File: config.mk
export PLATFORM = sky130hd
export DESIGN_NAME = uart_rx_flat
export DESIGN_NICKNAME = d
export VERILOG_FILES = /design/src/rtl/uart_pkg.sv /design/src/rtl/uart_rx_if.sv /design/src/rtl/sync_2ff.sv /design/src/rtl/uart_rx.sv /design/src/flat_wrapper.sv
export SDC_FILE = /design/constraint.sdc
export NUM_CORES = 1
export LEC_CHECK = 0
export BUFFER_PORTS_ARGS = -buffer_cell sky130_fd_sc_hd__buf_2
export CAP_MARGIN = 0
export CORE_ASPECT_RATIO = 0.7
export CORE_MARGIN = 1.5
export CORE_UTILIZATION = 57
export CTS_CLUSTER_SIZE = 40
export DETAILED_ROUTE_END_ITERATION = 10
export PLACE_DENSITY = 0.76
export SLEW_MARGIN = 20
export SYNTH_ARGS = -nofsm -noshare
export SYNTH_HDL_FRONTEND = slang
export SYNTH_SLANG_ARGS = --single-unit
File: constraint.sdc
create_clock -name clk -period 6 [get_ports clk]
set_clock_uncertainty 0.2 [all_clocks]
set_input_delay 0.6 -clock clk [delete_from_list [all_inputs] [get_ports clk]]
set_output_delay 0.6 -clock clk [all_outputs]
set_load 0.05 [all_outputs]
File: src/rtl/uart_pkg.sv
// Shared definitions for the uart_tx / uart_rx pair: FSM state codes,
// default link timing and the cycles-per-bit derivation.
package uart_pkg;

  typedef enum logic [1:0] {
    ST_IDLE  = 2'd0,
    ST_START = 2'd1,
    ST_DATA  = 2'd2,
    ST_STOP  = 2'd3
  } uart_state_e;

  localparam int unsigned DEF_CLK_FREQ  = 50_000_000;
  localparam int unsigned DEF_BAUD_RATE = 9600;

  // Integer division: any fractional remainder becomes baud error on the link.
  function automatic int unsigned clks_per_bit(input int unsigned clk_freq,
                                               input int unsigned baud_rate);
    return clk_freq / baud_rate;
  endfunction

endpackage

File: src/rtl/uart_rx_if.sv
// Receiver-side signal bundle: serial line in, byte/status out.
// master = the receiver, slave = the line driver / byte consumer.
interface uart_rx_if;
  logic       rx;
  logic [7:0] data_out;
  logic       rx_done;
  logic       frame_error;
  logic       busy;

  modport master (
    input  rx,
    output data_out,
    output rx_done,
    output frame_error,
    output busy
  );

  modport slave (
    output rx,
    input  data_out,
    input  rx_done,
    input  frame_error,
    input  busy
  );
endinterface

File: src/rtl/sync_2ff.sv
// Generic two-flop synchronizer for asynchronous inputs; the reset value
// is a parameter so idle-high lines do not glitch out of reset.
module sync_2ff #(
  parameter int unsigned      WIDTH     = 1,
  parameter logic [WIDTH-1:0] RESET_VAL = '0
) (
  input  logic             clk,
  input  logic             rst_n,
  input  logic [WIDTH-1:0] d,
  output logic [WIDTH-1:0] q
);

  logic [WIDTH-1:0] meta_q;
  logic [WIDTH-1:0] sync_q;

  always_ff @(posedge clk or negedge rst_n) begin
    if (!rst_n) begin
      meta_q <= RESET_VAL;
      sync_q <= RESET_VAL;
    end else begin
      meta_q <= d;
      sync_q <= meta_q;
    end
  end

  assign q = sync_q;

endmodule

File: src/rtl/uart_rx.sv
// 8N1 UART receiver: synchronizes rx, detects the start edge, samples each
// bit at its midpoint and emits the byte with a one-cycle rx_done strobe.
module uart_rx
  import uart_pkg::*;
#(
  parameter int unsigned CLK_FREQ     = DEF_CLK_FREQ,
  parameter int unsigned BAUD_RATE    = DEF_BAUD_RATE,
  parameter int unsigned CLKS_PER_BIT = clks_per_bit(CLK_FREQ, BAUD_RATE)
) (
  input  logic      clk,
  input  logic      reset,
  uart_rx_if.master bus
);

  localparam int unsigned      CNT_W     = (CLKS_PER_BIT > 1) ? $clog2(CLKS_PER_BIT) : 1;
  localparam logic [CNT_W-1:0] HALF_LAST = CNT_W'(CLKS_PER_BIT / 2 - 1);
  localparam logic [CNT_W-1:0] FULL_LAST = CNT_W'(CLKS_PER_BIT - 1);

  logic             rx_s;
  logic             rx_prev_q,  rx_prev_d;
  uart_state_e      state_q,    state_d;
  logic [CNT_W-1:0] clk_cnt_q,  clk_cnt_d;
  logic [2:0]       bit_cnt_q,  bit_cnt_d;
  logic [7:0]       shift_q,    shift_d;
  logic [7:0]       data_q,     data_d;
  logic             done_q,     done_d;
  logic             ferr_q,     ferr_d;
  logic             busy_q,     busy_d;
  logic             fall_edge;

  sync_2ff #(
    .WIDTH     (1),
    .RESET_VAL (1'b1)
  ) u_rx_sync (
    .clk   (clk),
    .rst_n (reset),
    .d     (bus.rx),
    .q     (rx_s)
  );

  // Only a high-to-low transition starts a frame; a held-low line (break) does not.
  assign fall_edge = rx_prev_q & ~rx_s;

  always_comb begin
    rx_prev_d = rx_s;
    state_d   = state_q;
    clk_cnt_d = clk_cnt_q;
    bit_cnt_d = bit_cnt_q;
    shift_d   = shift_q;
    data_d    = data_q;
    busy_d    = busy_q;
    done_d    = 1'b0;
    ferr_d    = 1'b0;

    case (state_q)
      ST_IDLE: begin
        clk_cnt_d = '0;
        bit_cnt_d = '0;
        if (fall_edge) begin
          state_d = ST_START;
          busy_d  = 1'b1;
        end
      end

      ST_START: begin
        if (clk_cnt_q == HALF_LAST) begin
          clk_cnt_d = '0;
          if (!rx_s) begin
            state_d = ST_DATA;
          end else begin
            // Line already back high at mid start bit: glitch, drop it silently.
            state_d = ST_IDLE;
            busy_d  = 1'b0;
          end
        end else begin
          clk_cnt_d = clk_cnt_q + 1'b1;
        end
      end

      ST_DATA: begin
        if (clk_cnt_q == FULL_LAST) begin
          clk_cnt_d = '0;
          shift_d   = {rx_s, shift_q[7:1]};
          bit_cnt_d = bit_cnt_q + 3'd1;
          if (bit_cnt_q == 3'd7) begin
            state_d = ST_STOP;
          end
        end else begin
          clk_cnt_d = clk_cnt_q + 1'b1;
        end
      end

      ST_STOP: begin
        if (clk_cnt_q == FULL_LAST) begin
          // Leave at mid stop bit so a back-to-back start edge is not missed.
          clk_cnt_d = '0;
          bit_cnt_d = '0;
          state_d   = ST_IDLE;
          busy_d    = 1'b0;
          if (rx_s) begin
            data_d = shift_q;
            done_d = 1'b1;
          end else begin
            ferr_d = 1'b1;
          end
        end else begin
          clk_cnt_d = clk_cnt_q + 1'b1;
        end
      end

      default: begin
        state_d   = ST_IDLE;
        clk_cnt_d = '0;
        bit_cnt_d = '0;
        busy_d    = 1'b0;
      end
    endcase
  end

  always_ff @(posedge clk or negedge reset) begin
    if (!reset) begin
      rx_prev_q <= 1'b1;
      state_q   <= ST_IDLE;
      clk_cnt_q <= '0;
      bit_cnt_q <= '0;
      shift_q   <= '0;
      data_q    <= 8'h00;
      done_q    <= 1'b0;
      ferr_q    <= 1'b0;
      busy_q    <= 1'b0;
    end else begin
      rx_prev_q <= rx_prev_d;
      state_q   <= state_d;
      clk_cnt_q <= clk_cnt_d;
      bit_cnt_q <= bit_cnt_d;
      shift_q   <= shift_d;
      data_q    <= data_d;
      done_q    <= done_d;
      ferr_q    <= ferr_d;
      busy_q    <= busy_d;
    end
  end

  assign bus.data_out    = data_q;
  assign bus.rx_done     = done_q;
  assign bus.frame_error = ferr_q;
  assign bus.busy        = busy_q;

endmodule

File: src/flat_wrapper.sv
// flat-port wrapper written by rule: the top's interface ports become plain ports
module uart_rx_flat import uart_pkg::*;
#(
  parameter int unsigned CLK_FREQ     = DEF_CLK_FREQ,
  parameter int unsigned BAUD_RATE    = DEF_BAUD_RATE,
  parameter int unsigned CLKS_PER_BIT = clks_per_bit(CLK_FREQ, BAUD_RATE)
)
  (clk, reset, bus_rx, bus_data_out, bus_rx_done, bus_frame_error, bus_busy);
  uart_rx_if bus_i ();
  input  logic clk;
  input  logic reset;
  input wire logic [$bits(bus_i.rx)-1:0] bus_rx;
  output wire logic [$bits(bus_i.data_out)-1:0] bus_data_out;
  output wire logic [$bits(bus_i.rx_done)-1:0] bus_rx_done;
  output wire logic [$bits(bus_i.frame_error)-1:0] bus_frame_error;
  output wire logic [$bits(bus_i.busy)-1:0] bus_busy;
  assign bus_i.rx = bus_rx;
  assign bus_data_out = bus_i.data_out;
  assign bus_rx_done = bus_i.rx_done;
  assign bus_frame_error = bus_i.frame_error;
  assign bus_busy = bus_i.busy;
  uart_rx #(.CLK_FREQ(CLK_FREQ), .BAUD_RATE(BAUD_RATE), .CLKS_PER_BIT(CLKS_PER_BIT)) u_core (.clk(clk), .reset(reset), .bus(bus_i));
endmodule
==> reports/qor.yml <==
run_status:
  outcome: "finished clean"
drt:
  drt-initial-drc-count: 81
  finalWirelength_um: 3120
  remaining_drc_errors: 0
  antenna_violating_nets_post_route: 0
  dr.pass1.iters: 4
  wl_per_cell_um: 15.5
  vias_per_cell: 5.59
  route.vias.total: 1129
yosys:
  post-synth-top-area-fraction: 0.515
  synth_ff_type: "sky130_fd_sc_hd__dfrtp_1"
  syn_avg_cell_area_um2: 12.2
  synth-async-reset-ratio: 1.00
  synth.ff_latch_count: 40
  synth_commonest_cells: "sky130_fd_sc_hd__dfrtp_1, sky130_fd_sc_hd__nor2_1, sky130_fd_sc_hd__nand3_1"
  syn_nets: 154
  synthesis.instances: 148
  yosysSeqAreaShare: 0.558
  yosys_warnings: 0
  yosys.cell_types.count: 33
  edff_count_synth: 0
  synthMostInstantiatedCell: "sky130_fd_sc_hd__dfrtp_1"
  synth_top_area_cell: "sky130_fd_sc_hd__dfrtp_1"
  post_synth_main_area_contributors: "sky130_fd_sc_hd__dfrtp_1, sky130_fd_sc_hd__mux2_4, sky130_fd_sc_hd__mux2_2"
  syn_area_um2: 1800
worst_setup_path:
  critical_path_arrival_ps: 2410
  cpPeakStageDelay_ps: 630
  crit_path_end_kind: "flop"
  cpMaxStageDelayCell: "sky130_fd_sc_hd__or3_1"
  critical_path.cell_chain: "ha_1 > and4bb_2 > nand3_4 > or3_1 > mux2_4"
  critical_path.max_fanout: 10
  required_ps: 5970
  criticalPathCategory: "reg2reg"
  start_kind: "flop"
sta:
  layout_worst_path_cycle_share: 0.406
  slew_headroom: 0.440
  hold_viol: 0
  final_period_minus_worst_setup_slack_ps: 2440
  tightestPinTransition_ps: 841
  setup_repair_after_global_routing_missed_its_margin: "no"
  report.final.setup_viol: 0
  max_freq_ghz: 0.410
  fin_tns_setup_ps: 0
  final.hold.worst_slack_ps: 162
  timing.final.max_slew_violations: 0
pwr:
  irDropWorstVdd_v: 0.000180
  power-per-cell-area_nw_per_um2: 275
  leakage_power_total_uw: 0.000946
clocking:
  cts-root-buf: "sky130_fd_sc_hd__clkbuf_8"
  tritoncts: "done"
  cts_repair_resize_count: 0
  cts-buffers-inserted: 5
  worst_skew_pair_latency_ps: 290
  clkSlewWorstSetupHoldPaths_ps: 70
  htree_levels: 2
  cts_hold_repair.buffers: 0
  cts_post_setup_buffers_inserted: 0
  clock-sinks: 40
  cts-root-to-sink-buffers: 2
floorplanning:
  placeableCoreArea_um2: 2900
  row_count: 16
  design.die.area_um2: 3510
  die_h_um: 50.0
  start_util: 0.620
  die_width_um: 70.2
  pin_count: 14
global_route:
  wire_length_of_the_first_global_routing_pass_um: 5510
  globalRoute.totalOverflow: 0
  grt_util_all_layers: 0.211
  antenna_violations_before_repair: 0
  grt_start_max_net_pins: 41
  number_of_global_route_vias_before_repair: 1165
placed_design:
  post-dp-hpwl_um: 2150
  placedCellCount: 194
  buffers_on_ports: 13
  place.gp.congestion: 0.857
finish:
  layout_utilization: 0.678
  final_cell_count_no_fill: 202
  nNetsFinal: 171
  antennaDiodeCount: 0
  flow.area_growth_from_synthesis_pct: 9.39
  drive_above_1_share: 0.277
min_path:
  holdCritPathClass: "reg2reg"
flow_run:
  max_cap_violations: 0
==> path summary, 6_finish.rpt <==
kind                                    startpoint                      to  slack (ps)  cells past startpoint
hold reg to reg            u_core.u_rx_sync.meta_q      u_core.u_rx_sync.q         160                      0
setup / recovery               u_core.clk_cnt_q[0]  u_core.bus.data_out[6]        3560                      5
min in group asynchronous                    reset  u_core.bus.data_out[0]         210                      1
setup reg to reg               u_core.clk_cnt_q[0]  u_core.bus.data_out[6]        3560                      5
hold / removal             u_core.u_rx_sync.meta_q      u_core.u_rx_sync.q         160                      0
max in group asynchronous                    reset     u_core.clk_cnt_q[3]        4860                      1
==> metrics by stage <==
stage | total power (uW) | setup WS (ps) | cell area (um2)
finish | 542 | 3560 | 1970
global route | 570 | 3470 | 1970
CTS | 545 | 3560 | 1970
detailed placement | 378 | 3580 | 1890
global placement | 375 | 3680 | 1890
floorplan | 359 | 3890 | 1800
==> cells in the final DEF, fill, tap and decap left out, drive strengths merged, types with 5 or more instances in the layout <==
cell type and count:
nand3 15, mux2 16, clkbuf 7, buf 13, inv 6, nand2 10
nor3 5, nor2 17, dfrtp 37, xnor2 9
==> sequential cells by signal (all words and copies together) (netlist names), named ones only <==
signal and count:
u_core.clk_cnt_q 13, u_core.bus.data_out 8, u_core.bus.rx_done 1, u_core.u_rx_sync.q 1, u_core.bus.busy 1, u_core.rx_prev_q 1
u_core.state_q 1, u_core.shift_q 8, u_core.u_rx_sync.meta_q 1, u_core.bus.frame_error 1, u_core.bit_cnt_q 3
==> metal layers <==
layer | up-vias | track usage | part of all wire | routed length (um)
met2 | 22 | 0.305 | 0.45 | 1420
met4 | 0 | 0.0865 | 0.012 | 37
met1 | 557 | 0.295 | 0.49 | 1530
li1 | 546 | - | - | -
met5 | - | 0 | 0 | 0
met3 | 4 | 0.0695 | 0.043 | 134
==> layout make-up <==
type | instances | area (um2)
fillers | 230 | 935
clock inverters | 1 | 5.00
inverters | 6 | 22.5
repair buffers | 13 | 65.1
multi-input cells | 99 | 749
clock buffers | 7 | 76.3
flip-flops and latches | 40 | 1000
well taps | 36 | 45.0
==> critical path: cells and delay by family (launching register included) <==
kind          cells  cell delay, ps
fa+ha+maj         1             260
flops             1             410
mux               1             390
simple gates      3            1060
==> logic make-up (layout without fill, tap and decap cells) <==
kind of cell    count (synthesis)  in the layout  share of synthesized area
buf+inv                         9             27                     0.0250
xor+xnor                       11             11                     0.0536
simple gates                   63             63                      0.197
mux                            16             16                      0.117
compound gates                  6              6                     0.0285
fa+ha+maj                       3              3                     0.0209
flops                          40             40                      0.558
==> report_power, final <==
part | switching, uW | internal [uW]
combinational | 35.0 | 25.4
sequential | 23.7 | 290
clock | 86.0 | 81.5
No activity file was read; power rests on OpenSTA's default activity.
